==> config.mk <==
export PLATFORM = sky130hd
export DESIGN_NAME = sr_piso_framer
export DESIGN_NICKNAME = d
export VERILOG_FILES = /design/src/rtl/sr_piso_framer.sv
export SDC_FILE = /design/constraint.sdc
export NUM_CORES = 1
export LEC_CHECK = 0
export CAP_MARGIN = 25
export CORE_MARGIN = 4
export CORE_UTILIZATION = 30
export CTS_BUF_LIST = sky130_fd_sc_hd__clkbuf_8
export CTS_CLUSTER_DIAMETER = 40
export DETAILED_ROUTE_END_ITERATION = 10
export PLACE_DENSITY = 0.53
export RECOVER_POWER = 50
export SLEW_MARGIN = 15
export SYNTH_ARGS = -nofsm -noshare
export SYNTH_HDL_FRONTEND = slang
export SYNTH_SLANG_ARGS = --single-unit
==> constraint.sdc <==
create_clock -name clk -period 1.74 [get_ports clk]
set_input_delay 0.348 -clock clk [delete_from_list [all_inputs] [get_ports clk]]
set_output_delay 0.348 -clock clk [all_outputs]
set_load 0.02 [all_outputs]
==> src/rtl/sr_piso_framer.sv <==
// Parallel-in serial-out framer: serializes 8-bit words into contiguous frames,
// with an optional trailing even-parity bit and a one-word holding buffer.
module sr_piso_framer #(
    parameter int MSB_FIRST = 0,
    parameter int PARITY_EN = 0
) (
    input  logic       clk,
    input  logic       reset,
    input  logic [8:1] d,
    input  logic       in_valid,
    output logic       in_ready,
    output logic       sout,
    output logic       sout_valid,
    output logic       sout_first,
    output logic       sout_last,
    output logic       busy
);

    typedef enum logic [1:0] {IDLE, SHIFT, PARITY} state_t;

    localparam bit MSB = (MSB_FIRST != 0);
    localparam bit PAR = (PARITY_EN != 0);

    state_t     state_q, state_d;
    logic [7:0] sr_q, sr_d;
    logic [3:0] cnt_q, cnt_d;
    logic [7:0] buf_q, buf_d;
    logic       full_q, full_d;
    logic       par_q, par_d;
    logic       sout_q, sout_d;
    logic       vld_q, vld_d;
    logic       first_q, first_d;
    logic       last_q, last_d;

    logic       accept;
    logic       frame_final;
    logic       load_en;
    logic [7:0] load_word;

    function automatic logic first_bit(input logic [7:0] w);
        return MSB ? w[7] : w[0];
    endfunction

    function automatic logic [7:0] rest_bits(input logic [7:0] w);
        return MSB ? {w[6:0], 1'b0} : {1'b0, w[7:1]};
    endfunction

    assign in_ready    = reset & ~full_q;
    assign accept      = in_valid & in_ready;
    // The edge that ends the last bit of the current frame.
    assign frame_final = (state_q == PARITY) ||
                         ((state_q == SHIFT) && (cnt_q == 4'd7) && !PAR);

    always_comb begin
        state_d   = state_q;
        sr_d      = sr_q;
        cnt_d     = cnt_q;
        buf_d     = buf_q;
        full_d    = full_q;
        par_d     = par_q;
        sout_d    = 1'b0;
        vld_d     = 1'b0;
        first_d   = 1'b0;
        last_d    = 1'b0;
        load_en   = 1'b0;
        load_word = d;

        case (state_q)
            IDLE: begin
                if (accept) load_en = 1'b1;
            end
            SHIFT: begin
                if (cnt_q != 4'd7) begin
                    sout_d = first_bit(sr_q);
                    sr_d   = rest_bits(sr_q);
                    cnt_d  = cnt_q + 4'd1;
                    vld_d  = 1'b1;
                    last_d = (cnt_q == 4'd6) && !PAR;
                end else if (PAR) begin
                    state_d = PARITY;
                    sout_d  = par_q;
                    vld_d   = 1'b1;
                    last_d  = 1'b1;
                end
            end
            default: ;
        endcase

        // Buffered word wins over a word arriving on the same edge.
        if (frame_final) begin
            if (full_q) begin
                load_en   = 1'b1;
                load_word = buf_q;
                full_d    = 1'b0;
            end else if (accept) begin
                load_en = 1'b1;
            end else begin
                state_d = IDLE;
            end
        end else if (accept && (state_q != IDLE)) begin
            buf_d  = d;
            full_d = 1'b1;
        end

        // Bit 1 goes straight to the output flop; the rest stay in sr.
        if (load_en) begin
            state_d = SHIFT;
            sr_d    = rest_bits(load_word);
            cnt_d   = 4'd0;
            par_d   = ^load_word;
            sout_d  = first_bit(load_word);
            vld_d   = 1'b1;
            first_d = 1'b1;
            last_d  = 1'b0;
        end
    end

    always_ff @(posedge clk or negedge reset) begin
        if (!reset) begin
            state_q <= IDLE;
            sr_q    <= 8'h00;
            cnt_q   <= 4'd0;
            buf_q   <= 8'h00;
            full_q  <= 1'b0;
            par_q   <= 1'b0;
            sout_q  <= 1'b0;
            vld_q   <= 1'b0;
            first_q <= 1'b0;
            last_q  <= 1'b0;
        end else begin
            state_q <= state_d;
            sr_q    <= sr_d;
            cnt_q   <= cnt_d;
            buf_q   <= buf_d;
            full_q  <= full_d;
            par_q   <= par_d;
            sout_q  <= sout_d;
            vld_q   <= vld_d;
            first_q <= first_d;
            last_q  <= last_d;
        end
    end

    assign sout       = sout_q;
    assign sout_valid = vld_q;
    assign sout_first = first_q;
    assign sout_last  = last_q;
    assign busy       = (state_q != IDLE) | full_q;

endmodule
# ---- Word-level counts from Yosys, hierarchy flattened
# Cells that the tools add are included.
dict set report totals {
  ff_bits 27
  inputBits 11
  wordCells 63
}
dict set report op_classes {
  n_addsub 1
  n_eq_ne 7
  n_mux 29
  bitwise 5
  n_reduce_logical 12
}
# op count
set ops {}
lappend ops {{2-to-1 mux 8 bit} 5}
lappend ops {{2-to-1 mux 1 bit} 17}
lappend ops {{2-to-1 mux 4 bit} 3}
lappend ops {{nonzero test 2 bit} 5}
lappend ops {{== test 4 x 3 -> 1 bit, second input constant} 2}
lappend ops {{2-to-1 mux 2 bit} 4}
lappend ops {{adder 4 x 1 -> 4 bit, second input constant} 1}
lappend ops {{inequality test 2 x 1 -> 1 bit, second input constant} 2}
lappend ops {{inequality test 4 x 3 -> 1 bit, second input constant} 1}
lappend ops {{AND reduction 2 bit} 2}
lappend ops {{AND reduction 3 bit} 1}
lappend ops {{AND 1 bit} 2}
lappend ops {{== test 2 x 1 -> 1 bit, second input constant} 1}
lappend ops {{== test 2 bit, second input constant} 1}
lappend ops {{logical AND 1 bit} 2}
lappend ops {{zero test 2 bit} 1}
lappend ops {{inverter 1 bit} 2}
lappend ops {{logical OR 1 bit} 1}
lappend ops {{OR 1 bit} 1}

# ---- Logic depth before layout (Yosys ltp)
# Gate-level depths: netlist (run 1).
dict set report logic_depth {
  word_depth 10
  ltp_mapped 6
}

# ---- Least setup slack after synthesis (run 1)
# Ideal clock, no wire load.
dict set report synth_timing {
  path_kind {reg-to-reg}
  startpoint {reg cnt_q[1]}
  endpoint {reg sout_q, in the netlist sout}
  t_arrival_ns 1.506
  slack_ns 0.113
  path_stages_with_launch 7
  synth_period_minus_slack_ns 1.627
  path_cell_list {dfrtp_1 ha_1 and3b_1 buf_6 nand3_4 mux2_4 a22o_1}
}
dict set report synth_via {
  elab_chain_cells 5
  elab_cells_between_ends 9
}
# element line
set synth_rtl {}
lappend synth_rtl {{from (decl)} 26} ;# logic [3:0] cnt_q, cnt_d;
lappend synth_rtl {{from (signal assigned)} 133} ;# cnt_q <= cnt_d;
lappend synth_rtl {{== test 4 x 3 -> 1 bit} 52} ;# ((state_q == SHIFT) && (cnt_q == 4'd7) && !PAR);
lappend synth_rtl {{logical AND 1 bit} 52}
lappend synth_rtl {{logical OR 1 bit} 51} ;# assign frame_final = (state_q == PARITY) ||
lappend synth_rtl {{2-to-1 mux 8 bit or 2-to-1 mux 1 bit (tied branches)} 90} ;# if (frame_final) begin
lappend synth_rtl {{2-to-1 mux 1 bit *} 106} ;# if (load_en) begin
lappend synth_rtl {{via sout_d} 30} ;# logic sout_q, sout_d;
lappend synth_rtl {{to (signal assigned)} 137} ;# sout_q <= sout_d;
lappend synth_rtl {{to (decl)} 30}
# Mark *: on every way through the listed nets, which the timed path passes. The rest lies on a longest branch.
# A chain may end at the register's enable or synchronous reset.

# ---- Worst setup path in the final report (run 1)
dict set report layout_timing {
  startpoint {reg full_q}
  endpoint {out busy}
}
dict set report layout_via {
  elab_chain_cells 1
}
# element line
set layout_rtl {}
lappend layout_rtl {{from (decl)} 28} ;# logic full_q, full_d;
lappend layout_rtl {{from (signal assigned)} 135} ;# full_q <= full_d;
lappend layout_rtl {{OR 1 bit} 148} ;# assign busy = (state_q != IDLE) | full_q;
lappend layout_rtl {{to (decl)} 16} ;# output logic busy
# Every way passes these cells.

==> results of run 1 <==
==> Yosys cell counts <==
| cell | count |
|---|---|
| a221oi_1 | 6 |
| a32o_1 | 1 |
| dfrtp_1 | 25 |
| nor2b_1 | 1 |
| mux2_2 | 8 |
| clkbuf_1 | 3 |
| nand3b_1 | 1 |
| a21o_1 | 1 |
| buf_2 | 1 |
| xor2_1 | 1 |
| mux2i_1 | 2 |
| o21ai_0 | 7 |
| a21oi_1 | 4 |
| and4_2 | 1 |
| or2_2 | 1 |
| and2_1 | 1 |
| nor2_1 | 1 |
| buf_6 | 2 |
| inv_1 | 3 |
| mux2_4 | 1 |
| ha_1 | 2 |
| and3_1 | 6 |
| nand3_4 | 1 |
| a22o_1 | 1 |
| nand3_1 | 1 |
| o21ai_1 | 8 |
| or3_1 | 1 |
| nand2_1 | 12 |
| and3b_1 | 2 |
| o22ai_1 | 1 |
==> metrics by stage <==
stage | power, mW | instances | util, % | setup slack (ns) | area [sq um]
after floorplan | 1.91 | 106 | - | 0.113 | 1180
after global placement | 2.34 | 175 | 38.7 | -0.278 | 1450
after detailed placement | 2.37 | 175 | 38.7 | -0.257 | 1450
after CTS | 2.70 | 179 | 39.8 | 0.00659 | 1490
after global routing | 2.90 | 179 | 39.6 | -0.00308 | 1480
final | 2.68 | 179 | 39.6 | 0.0417 | 1480
==> timing repair <==
item                       4_1_cts  5_1_grt
setup endpoints to repair        2        4
hold buffers                     0        0
gates resized for setup          2        4
==> layer usage <==
layer	track usage, %	vias up	wire length (um)
li1	-	436	-
met1	14.2	434	1150
met2	17.1	16	1210
met3	3.69	2	112
met4	1.25	0	5
met5	0	-	0
==> registers in the layout (all words and copies together) (netlist names) <==
| register | flops |
|---|---|
| buf_q | 8 |
| cnt_q | 4 |
| full_q | 1 |
| sout | 1 |
| sout_first | 1 |
| sout_last | 1 |
| sout_valid | 1 |
| sr_q | 7 |
| state_q | 1 |
==> report_power, final <==
part / internal (mW) / switching, mW / total, mW
Sequential: 0.854 / 0.148 / 1.00
Clock: 0.158 / 0.175 / 0.332
Combinational: 0.647 / 0.695 / 1.34
==> final timing paths <==
kind,end,slack [ns],depth (start not counted),startpoint
setup / recovery,busy,0.04,2,full_q$_DFFE_PN0P_
hold / removal,sr_q[1]$_DFFE_PN0P_,0.50,2,sr_q[2]$_DFFE_PN0P_
setup reg to reg,sout$_DFF_PN0_,0.09,5,cnt_q[0]$_DFFE_PN0P_
hold reg to reg,sr_q[1]$_DFFE_PN0P_,0.50,2,sr_q[2]$_DFFE_PN0P_
max in group asynchronous,sr_q[2]$_DFFE_PN0P_,0.46,2,reset
min in group asynchronous,buf_q[1]$_DFFE_PN0P_,0.57,2,reset
==> worst reg2reg max path: stages (launching register included) <==
cell and delay (ns):
dfrtp_1 0.40, ha_1 0.24, and3b_2 0.25, nand3_4 0.15, mux2_4 0.31, a22o_1 0.20
==> area by class of cell <==
class / count / area share, %
Sequential cell: 25 / 42.3
Multi-Input combinational cell: 72 / 34.4
Timing Repair Buffer: 27 / 15.5
Tap cell: 48 / 4.05
Clock buffer: 3 / 2.79
Inverter: 3 / 0.760
Clock inverter: 1 / 0.253
==> cell families (layout without fill, tap and decap cells) <==
family	Yosys count	in the layout
and+or+nand+nor	29	29
muxes	11	11
AOI/OAI and AO/OA	29	29
xor gates and xnor gates	1	1
DFF	25	25
adders and majority gates	2	2
buffers and inverters	9	34
==> reports/results.txt, run 1 <==
TritonRoute pass-1 iters = 4
FF+latch area = 627 sq um
critical path's slowest cell = dfrtp_2
Critical Path RT = 1.39 ns
Post-Syn Area = 1180 sq um
core area = 3740 sq um
slew margin rel. = 41.0%
synth top area cells = dfrtp_1 53%, mux2_2 7.6%, a221oi_1 4.4%
minimum clock period = 1.70 ns
H-tree levels = 1
P per Cell Area = 1810 nW/um^2
layout cells sized above 1 = 20.6%
hold crit path type = flip-flop to flip-flop
Die W = 70.8 um
Final Max Slew Viols = 0
Hold Fails Final Rpt = 0
final hold slack = 0.498 ns
Crit Path Category = flip-flop to primary output
Fmax = 589 MHz
CTS tree = yes
CTS Buf Count = 3
Worst Path Max Fanout = 6
final setup fails = 0
Synth Area in Compound Gates = 15.2%
post-CTS setup repair buffer count = 0
cell count after synthesis = 106
DR WL/cell = 13.9 um
drt drc = 0
Setup Skew = 0.00337 ns
max-cap violations = 0
clock net sink count = 25
first-pass GRT wire length = 4.23 mm
Worst Max-Slew Pin Slew = 0.885 ns
Die H = 70.8 um
Initial Util = 31.6%
Synth top area share = 52.9%
Vias/cell = 4.96
Crit. End Element = primary output
routability congestion estimate = 0.725
status = finished clean
Root Buffer = clkbuf_8
Post-Synth XOR/XNOR Area = 0.740%
LEAKAGE = 0.667 nW
Synth-to-Final Area Change = 25.2%
n_diodes = 0
CP peak stage delay = 0.45 ns
vias = 888
syn_nets = 119
largest net degree at the start of global routing = 17
setup TNS = 0 ns
GRT overflow = 0
startpoint types = flip-flop
Seq cells post-synth = 25
Synth cell types = 30
Synth Area per Inst = 11.2 sq um
final WL = 2.48 mm
post-synthesis sequential area ratio = 52.9%
Clock Tree Buf Depth = 2
Worst EP arrival = 1.35 ns
Worst IR Drop VDD = 658 uV
Synth Area in Simple Gates = 14.3%
Worst-path clk slew = 0.08 ns
DIE AREA = 5010 sq um
post-route ant nets = 0
Period Utilization, post-route = 97.6%
nets@finish = 145
post-synthesis adder-cell area fraction = 2.11%
commonest non-fill, non-tap cell in the layout = dfrtp_1
Top delay family on crit path = flip-flops
input/output buffers = 16
HPWL after detailed placement = 1.85 mm
clk_lat worst skew = 0.26 ns
initial antenna violation count = 0
FP Rows = 22
most frequent cells in the layout = 24 x dfrtp_1, 14 x clkdlybuf4s50_1, 12 x nand2_1, 9 x buf_4
vias in the first global route = 867
Ys Warns = 0
largest family of logic cells by synthesized area = compound AO/OA/AOI/OAI gates
Bufs and invs on worst path = 1
fillers = 393
Synth area leader = dfrtp_1
critical-path cell list = or2_2 > dlygate4sd2_1
post-synthesis mux area share = 10.6%
io pins = 17
Multi-input gate area = 509 sq um
total track usage = 10.6%
initial DRC count = 15
Power figures use the tool's default switching activity.
==> inputs of run 2 (changes only) <==
CTS_CLUSTER_SIZE = 12   (was not set)
DONT_BUFFER_PORTS = 1   (was not set)
PLACE_DENSITY = 0.47   (was 0.53)
==> run 2 against run 1 <==
Final cell count is 10% lower. Critical endpoint is now sout$_DFF_PN0_. Worst setup slack gained 0.056 ns. Design area decreased by 11%. Highest routed layer unchanged. Register-to-register slack about the same. Power is 5.1% lower. Via count fell by 7.4%. Routed wire length is 3.3% lower. First-iteration DRC count grew to 5.5 times the previous value. Combinational power shrank 16%. Clock skew grew 0.0027 ns.
==> reports/results.txt, run 2 (synthesized netlist as in run 1, its figures left out) <==
Cell Int Power = 1.54 mW (-6.9%)
Synth-to-Final Area Change = 11.6%
CTS tree = yes
startpoint types = flip-flop
layout cells sized above 1 = 22.1% (+1.5 points)
worst slack at placement = 0.0831 ns (+0.340 ns)
CP peak stage delay = 0.42 ns (-0.03 ns)
Crit Path Category = flip-flop to flip-flop
Top delay family on crit path = flip-flops
setup slack, reg-to-reg = 0.1 ns (about the same)
Clock power frac = 13.2% (+0.8 points)
Top Registers = buf_q (8), sr_q (7), cnt_q (4)
commonest non-fill, non-tap cell in the layout = dfrtp_1
Worst-path clk slew = 0.09 ns (about the same)
worst r2r path cells = 5 (unchanged)
net switching power of the design = 0.996 mW (-2.2%)
largest register by flop count = buf_q
DIE AREA = 5010 sq um (unchanged)
Initial Util = 31.6% (unchanged)
HPWL after detailed placement = 1.69 mm (-8.7%)
max FFs per register = 8 (unchanged)
Root Buffer = clkbuf_8
status = finished clean
Levels on crit path = 5 (+3)
first-pass GRT wire length = 4.22 mm (-0.17%)
Setup Skew = 0.00609 ns (+0.00271 ns)
post-CTS setup repair buffer count = 0 (unchanged)
setup TNS = 0 ns (unchanged)
Vias/cell = 5.11 (+2.9%)
input/output buffers = 0 (-16)
RR Startpoint = cnt_q[1]$_DFFE_PN0P_
Hold Fails Final Rpt = 0 (unchanged)
drt drc = 0 (unchanged)
most frequent cells in the layout = 24 x dfrtp_1, 11 x nand2_1, 8 x o21ai_1, 8 x mux2_2
TritonRoute pass-1 iters = 4 (unchanged)
CTS Buf Count = 3 (unchanged)
Period Utilization, post-route = 94.4% (-3.2 points)
vias in the first global route = 867 (unchanged)
Worst Path Max Fanout = 8 (+2)
Worst Max-Slew Pin Slew = 0.632 ns (-0.254 ns)
routability congestion estimate = 0.710 (-2.2%)
fin worst setup slack = 0.0974 ns (+0.0557 ns)
hold crit path type = input pin to flip-flop
total track usage = 10.5% (-0.065 points)
RSZ-0062 raised after global routing = no
Die W = 70.8 um (unchanged)
sw frac = 39.2% (+1.2 points)
vias = 822 (-7.4%)
total power = 2.54 mW (-5.1%)
Bufs and invs on worst path = 0 (-1)
Comb pwr share = 44.1% (-6.0 points)
io pins = 17 (unchanged)
n_diodes = 0 (unchanged)
critical path's slowest cell = dfrtp_1
LEAKAGE = 0.605 nW (-9.4%)
Die H = 70.8 um (unchanged)
GRT overflow = 0 (unchanged)
post-route ant nets = 0 (unchanged)
DR WL/cell = 14.9 um (+7.6%)
FP Rows = 22 (unchanged)
Hold Path Sink = buf_q[2]$_DFFE_PN0P_
H-tree levels = 1 (unchanged)
core area = 3740 sq um (unchanged)
max-cap violations = 0 (unchanged)
P per Cell Area = 1920 nW/um^2 (+6.4%)
final WL = 2.40 mm (-3.3%)
Clock Tree Buf Depth = 2 (unchanged)
share of power burned in registers = 42.6% (+5.2 points)
Final Max Slew Viols = 0 (unchanged)
final setup fails = 0 (unchanged)
largest net degree at the start of global routing = 26 (+9)
Reg2Reg Capture Point = sout$_DFF_PN0_
Fmax = 609 MHz (+3.4%)
cell area after layout = 1320 sq um (-11%)
Worst IR Drop VDD = 666 uV (+1.3%)
Worst EP arrival = 1.81 ns (+0.46 ns)
Critical Path RT = 1.90 ns (+0.51 ns)
initial antenna violation count = 0 (unchanged)
Crit. End Element = flip-flop
Post-DP Area = 1260 sq um (-13%)
slew margin rel. = 57.9% (+17 points)
critical-path cell list = ha_1 > and3b_1 > nand3_4 > mux2_4 > a22o_1
nets@finish = 127 (-12%)
hold depth = 1 (-1)
clk_lat worst skew = 0.27 ns (about the same)
minimum clock period = 1.64 ns (-0.0557 ns)
initial DRC count = 82 (+67)
clock net sink count = 25 (unchanged)
Hold Startpoint = d[3]
-- run 2: final cells by class --
class	count	area [sq um]
sequential	25	627
clock buffer	3	41.3
fill	393	2420
inverter	3	11.3
multi-input combinational	72	510
clock inverter	1	3.75
tap	48	60.1
timing repair buffer	9	67.6
-- run 2: timing repair --
item | CTS | global route
hold buffers | 2 | 0
gates resized for setup | 0 | 2
setup endpoints to repair | 0 | 7
hold endpoints to repair | 25 | 0
-- run 2: metal layers --
layer | vias up | GRT usage, % | share of wire (%)
met5 | - | 0 | 0
met4 | 0 | 3.76 | 1.3
met3 | 4 | 3.41 | 4.7
met2 | 17 | 15.9 | 45
met1 | 402 | 14.1 | 49
li1 | 399 | - | -
-- run 2: power groups by stage --
| stage | registers, mW | logic (mW) | clock network [mW] |
|---|---|---|---|
| 4_1_cts | 1.09 | 1.13 | 0.355 |
| 3_3_place_gp | 1.09 | 1.09 | 0 |
| 6_report | 1.08 | 1.12 | 0.336 |
| 3_5_place_dp | 1.10 | 1.10 | 0 |
| 2_1_floorplan | 1.04 | 0.874 | 0 |
| 5_1_grt | 1.13 | 1.26 | 0.390 |
-- run 2: worst max-delay path by stage --
stage	from	end	slack, ns
floorplan	cnt_q[1]$_DFFE_PN0P_	sout$_DFF_PN0_	0.11
global placement	cnt_q[0]$_DFFE_PN0P_	sout$_DFF_PN0_	0.11
detailed placement	cnt_q[1]$_DFFE_PN0P_	buf_q[4]$_DFFE_PN0P_	0.08
CTS	state_q[0]$_DFFE_PN0P_	busy	0.002
global route	cnt_q[1]$_DFFE_PN0P_	sr_q[2]$_DFFE_PN0P_	0.002
finish	cnt_q[1]$_DFFE_PN0P_	sout$_DFF_PN0_	0.1
-- run 2: through the flow --
step,hold slack (ns),utilization [%],instances
final,0.223,35.3,161
after detailed placement,0.0531,33.6,155
after global placement,0.0531,33.6,155
after CTS,0.213,35.6,161
after global routing,0.211,35.3,161
after floorplan,0.0524,-,106
==> inputs of run 3 (changes only) <==
CORE_ASPECT_RATIO = 1.2   (was not set)
CORE_MARGIN = 3   (was 4)
==> run 3 against run 2 <==
First-iteration DRC count shrank 65%. Clock power rose by 4%. Sequential power is essentially flat. Worst hold slack lost 0.0029 ns. Combinational power barely moved. Count of clock-buffer cells in the layout stayed put. Core utilization increased by 1.0 points. Sequential share of layout area decreased by 1.1 points. Worst setup slack worse by 0.023 ns. Largest power group unchanged.
==> reports/results.txt, run 3 (synthesized netlist as in run 1, its figures left out) <==
status = finished clean
Worst IR Drop VDD = 550 uV (-17%)
Synth-to-Final Area Change = 14.2%
Post-DP Area = 1270 sq um (+0.80%)
Die W = 63.3 um (-11%)
net switching power of the design = 1.03 mW (+3.2%)
commonest non-fill, non-tap cell in the layout = dfrtp_1
Hold Fails Final Rpt = 0 (unchanged)
vias = 823 (+0.12%)
Clock power frac = 13.6% (+0.4 points)
max-cap violations = 0 (unchanged)
CTS tree = yes
critical path's slowest cell = dfrtp_1
first-pass GRT wire length = 4.26 mm (+0.99%)
Worst EP arrival = 1.83 ns (+0.02 ns)
Initial Util = 31.8% (+0.17 points)
Crit. End Element = flip-flop
Hold Path Sink = buf_q[7]$_DFFE_PN0P_
core area = 3720 sq um (-0.53%)
drt drc = 0 (unchanged)
Final Max Slew Viols = 0 (unchanged)
RSZ-0062 raised after global routing = no
CTS Buf Count = 3 (unchanged)
routability congestion estimate = 0.775 (+9.2%)
cell area after layout = 1350 sq um (+2.3%)
TritonRoute pass-1 iters = 3 (-1)
worst r2r path cells = 5 (unchanged)
nets@finish = 126 (-0.79%)
share of power burned in registers = 42.2% (-0.4 points)
vias in the first global route = 883 (+1.8%)
setup slack, reg-to-reg = 0.07 ns (-0.02 ns)
Comb pwr share = 44.2% (about the same)
post-route insts no fill = 164 (+1.9%)
minimum clock period = 1.67 ns (+0.0228 ns)
most frequent cells in the layout = 25 x dfrtp_1, 12 x nand2_1, 8 x o21ai_1, 8 x mux2_2, 7 x o21ai_0
Period Utilization, post-route = 95.7% (+1.3 points)
final core area utilization = 36.3% (+1.0 points)
largest net degree at the start of global routing = 26 (unchanged)
Top Registers = buf_q (8), sr_q (7), cnt_q (4)
initial DRC count = 29 (-65%)
Worst Path Max Fanout = 8 (unchanged)
Hold Startpoint = d[8]
setup TNS = 0 ns (unchanged)
io pins = 17 (unchanged)
total track usage = 11.8% (+1.2 points)
clk_lat worst skew = 0.27 ns (about the same)
Worst Max-Slew Pin Slew = 0.614 ns (-0.0178 ns)
RR Startpoint = cnt_q[1]$_DFFE_PN0P_
HPWL after detailed placement = 1.66 mm (-1.4%)
Fmax = 600 MHz (-1.4%)
fillers = 396 (+0.76%)
Cell Int Power = 1.55 mW (about the same)
Setup Skew = 0.00431 ns (-0.00177 ns)
CP peak stage delay = 0.42 ns (about the same)
Reg2Reg Capture Point = sout$_DFF_PN0_
Critical Path RT = 1.91 ns (about the same)
initial antenna violation count = 0 (unchanged)
hold depth = 1 (unchanged)
placed insts = 158 (+1.9%)
clock net sink count = 25 (unchanged)
final WL = 2.40 mm (+0.12%)
Die H = 74.8 um (+5.6%)
DR WL/cell = 14.7 um (-1.7%)
layout cells sized above 1 = 24.1% (+2.0 points)
Clock Tree Buf Depth = 2 (unchanged)
Vias/cell = 5.02 (-1.7%)
largest register by flop count = buf_q
n_diodes = 0 (unchanged)
Crit Path Category = flip-flop to flip-flop
LEAKAGE = 0.604 nW (-0.17%)
input/output buffers = 0 (unchanged)
slew margin rel. = 59.1% (+1.2 points)
Worst-path clk slew = 0.09 ns (about the same)
DIE AREA = 4740 sq um (-5.5%)
Root Buffer = clkbuf_8
critical-path cell list = ha_1 > and3b_2 > nand3_4 > mux2_4 > a22o_1
final setup fails = 0 (unchanged)
post-route ant nets = 0 (unchanged)
GRT overflow = 0 (unchanged)
startpoint types = flip-flop
FP Rows = 24 (+9.1%)
sw frac = 39.9% (+0.74 points)
post-CTS setup repair buffer count = 0 (unchanged)
max FFs per register = 8 (unchanged)
P per Cell Area = 1900 nW/um^2 (-0.99%)
H-tree levels = 1 (unchanged)
hold crit path type = input pin to flip-flop
-- run 3: cell count changes in the layout (fill, tap and decap cells not counted), sizes merged --
cell	previous run	this run
buf	7	6
clkinvlp	0	1
inv	4	3
-- run 3: cell type report --
class,count,area [sq um],share of cell area (%)
multi-input combinational,72,528,39.1
timing repair buffer,8,72.6,5.37
tap,52,65.1,4.81
clock buffer,3,41.3,3.06
inverter,3,11.3,0.833
sequential,25,626,46.3
clock inverter,1,7.51,0.556
-- run 3: worst max-delay path by stage --
stage                               startpoint                   to  slack, ns  cells after the start
after global routing      cnt_q[1]$_DFFE_PN0P_       sout$_DFF_PN0_      0.005                      5
after global placement    cnt_q[1]$_DFFE_PN0P_  sr_q[4]$_DFFE_PN0P_       0.11                      5
after CTS                 cnt_q[1]$_DFFE_PN0P_  sr_q[1]$_DFFE_PN0P_       0.06                      5
final                     cnt_q[1]$_DFFE_PN0P_       sout$_DFF_PN0_       0.07                      5
after floorplan           cnt_q[1]$_DFFE_PN0P_       sout$_DFF_PN0_       0.11                      6
after detailed placement  cnt_q[1]$_DFFE_PN0P_  sr_q[1]$_DFFE_PN0P_       0.08                      5
-- run 3: power groups by stage --
| stage | Combinational, mW | Sequential (mW) | Clock, mW |
|---|---|---|---|
| 2_1_floorplan | 0.874 | 1.04 | 0 |
| 4_1_cts | 1.12 | 1.09 | 0.364 |
| 6_report | 1.14 | 1.09 | 0.349 |
| 3_5_place_dp | 1.09 | 1.10 | 0 |
| 5_1_grt | 1.31 | 1.13 | 0.390 |
| 3_3_place_gp | 1.09 | 1.09 | 0 |
-- run 3: per-stage QoR --
step	hold slack, ns	setup slack, ns	total power [mW]
global placement	0.0535	0.109	2.18
finish	0.220	0.0746	2.57
detailed placement	0.0537	0.0835	2.19
CTS	0.216	0.0600	2.57
global route	0.207	0.00494	2.83
floorplan	0.0524	0.113	1.91
-- run 3: critical path: cells and delay by family, from the launching register on --
family          cells  cell delay [ns]
fa+ha+maj           1             0.23
mux                 1             0.31
flops               1             0.42
simple gates        2             0.41
compound gates      1             0.19
-- run 3: metal layers --
| metal | up-vias | GRT usage, % | wire [um] |
|---|---|---|---|
| li1 | 398 | - | - |
| met1 | 408 | 15.2 | 1130 |
| met2 | 13 | 19.4 | 1150 |
| met3 | 4 | 2.39 | 89 |
| met4 | 0 | 5.04 | 41 |
| met5 | - | 0 | 0 |
-- run 3: what timing repair did --
item,4_1_cts,5_1_grt
endpoints found under the hold margin,25,0
setup endpoints to repair,0,4
gates resized for setup,0,4
hold buffers,2,0
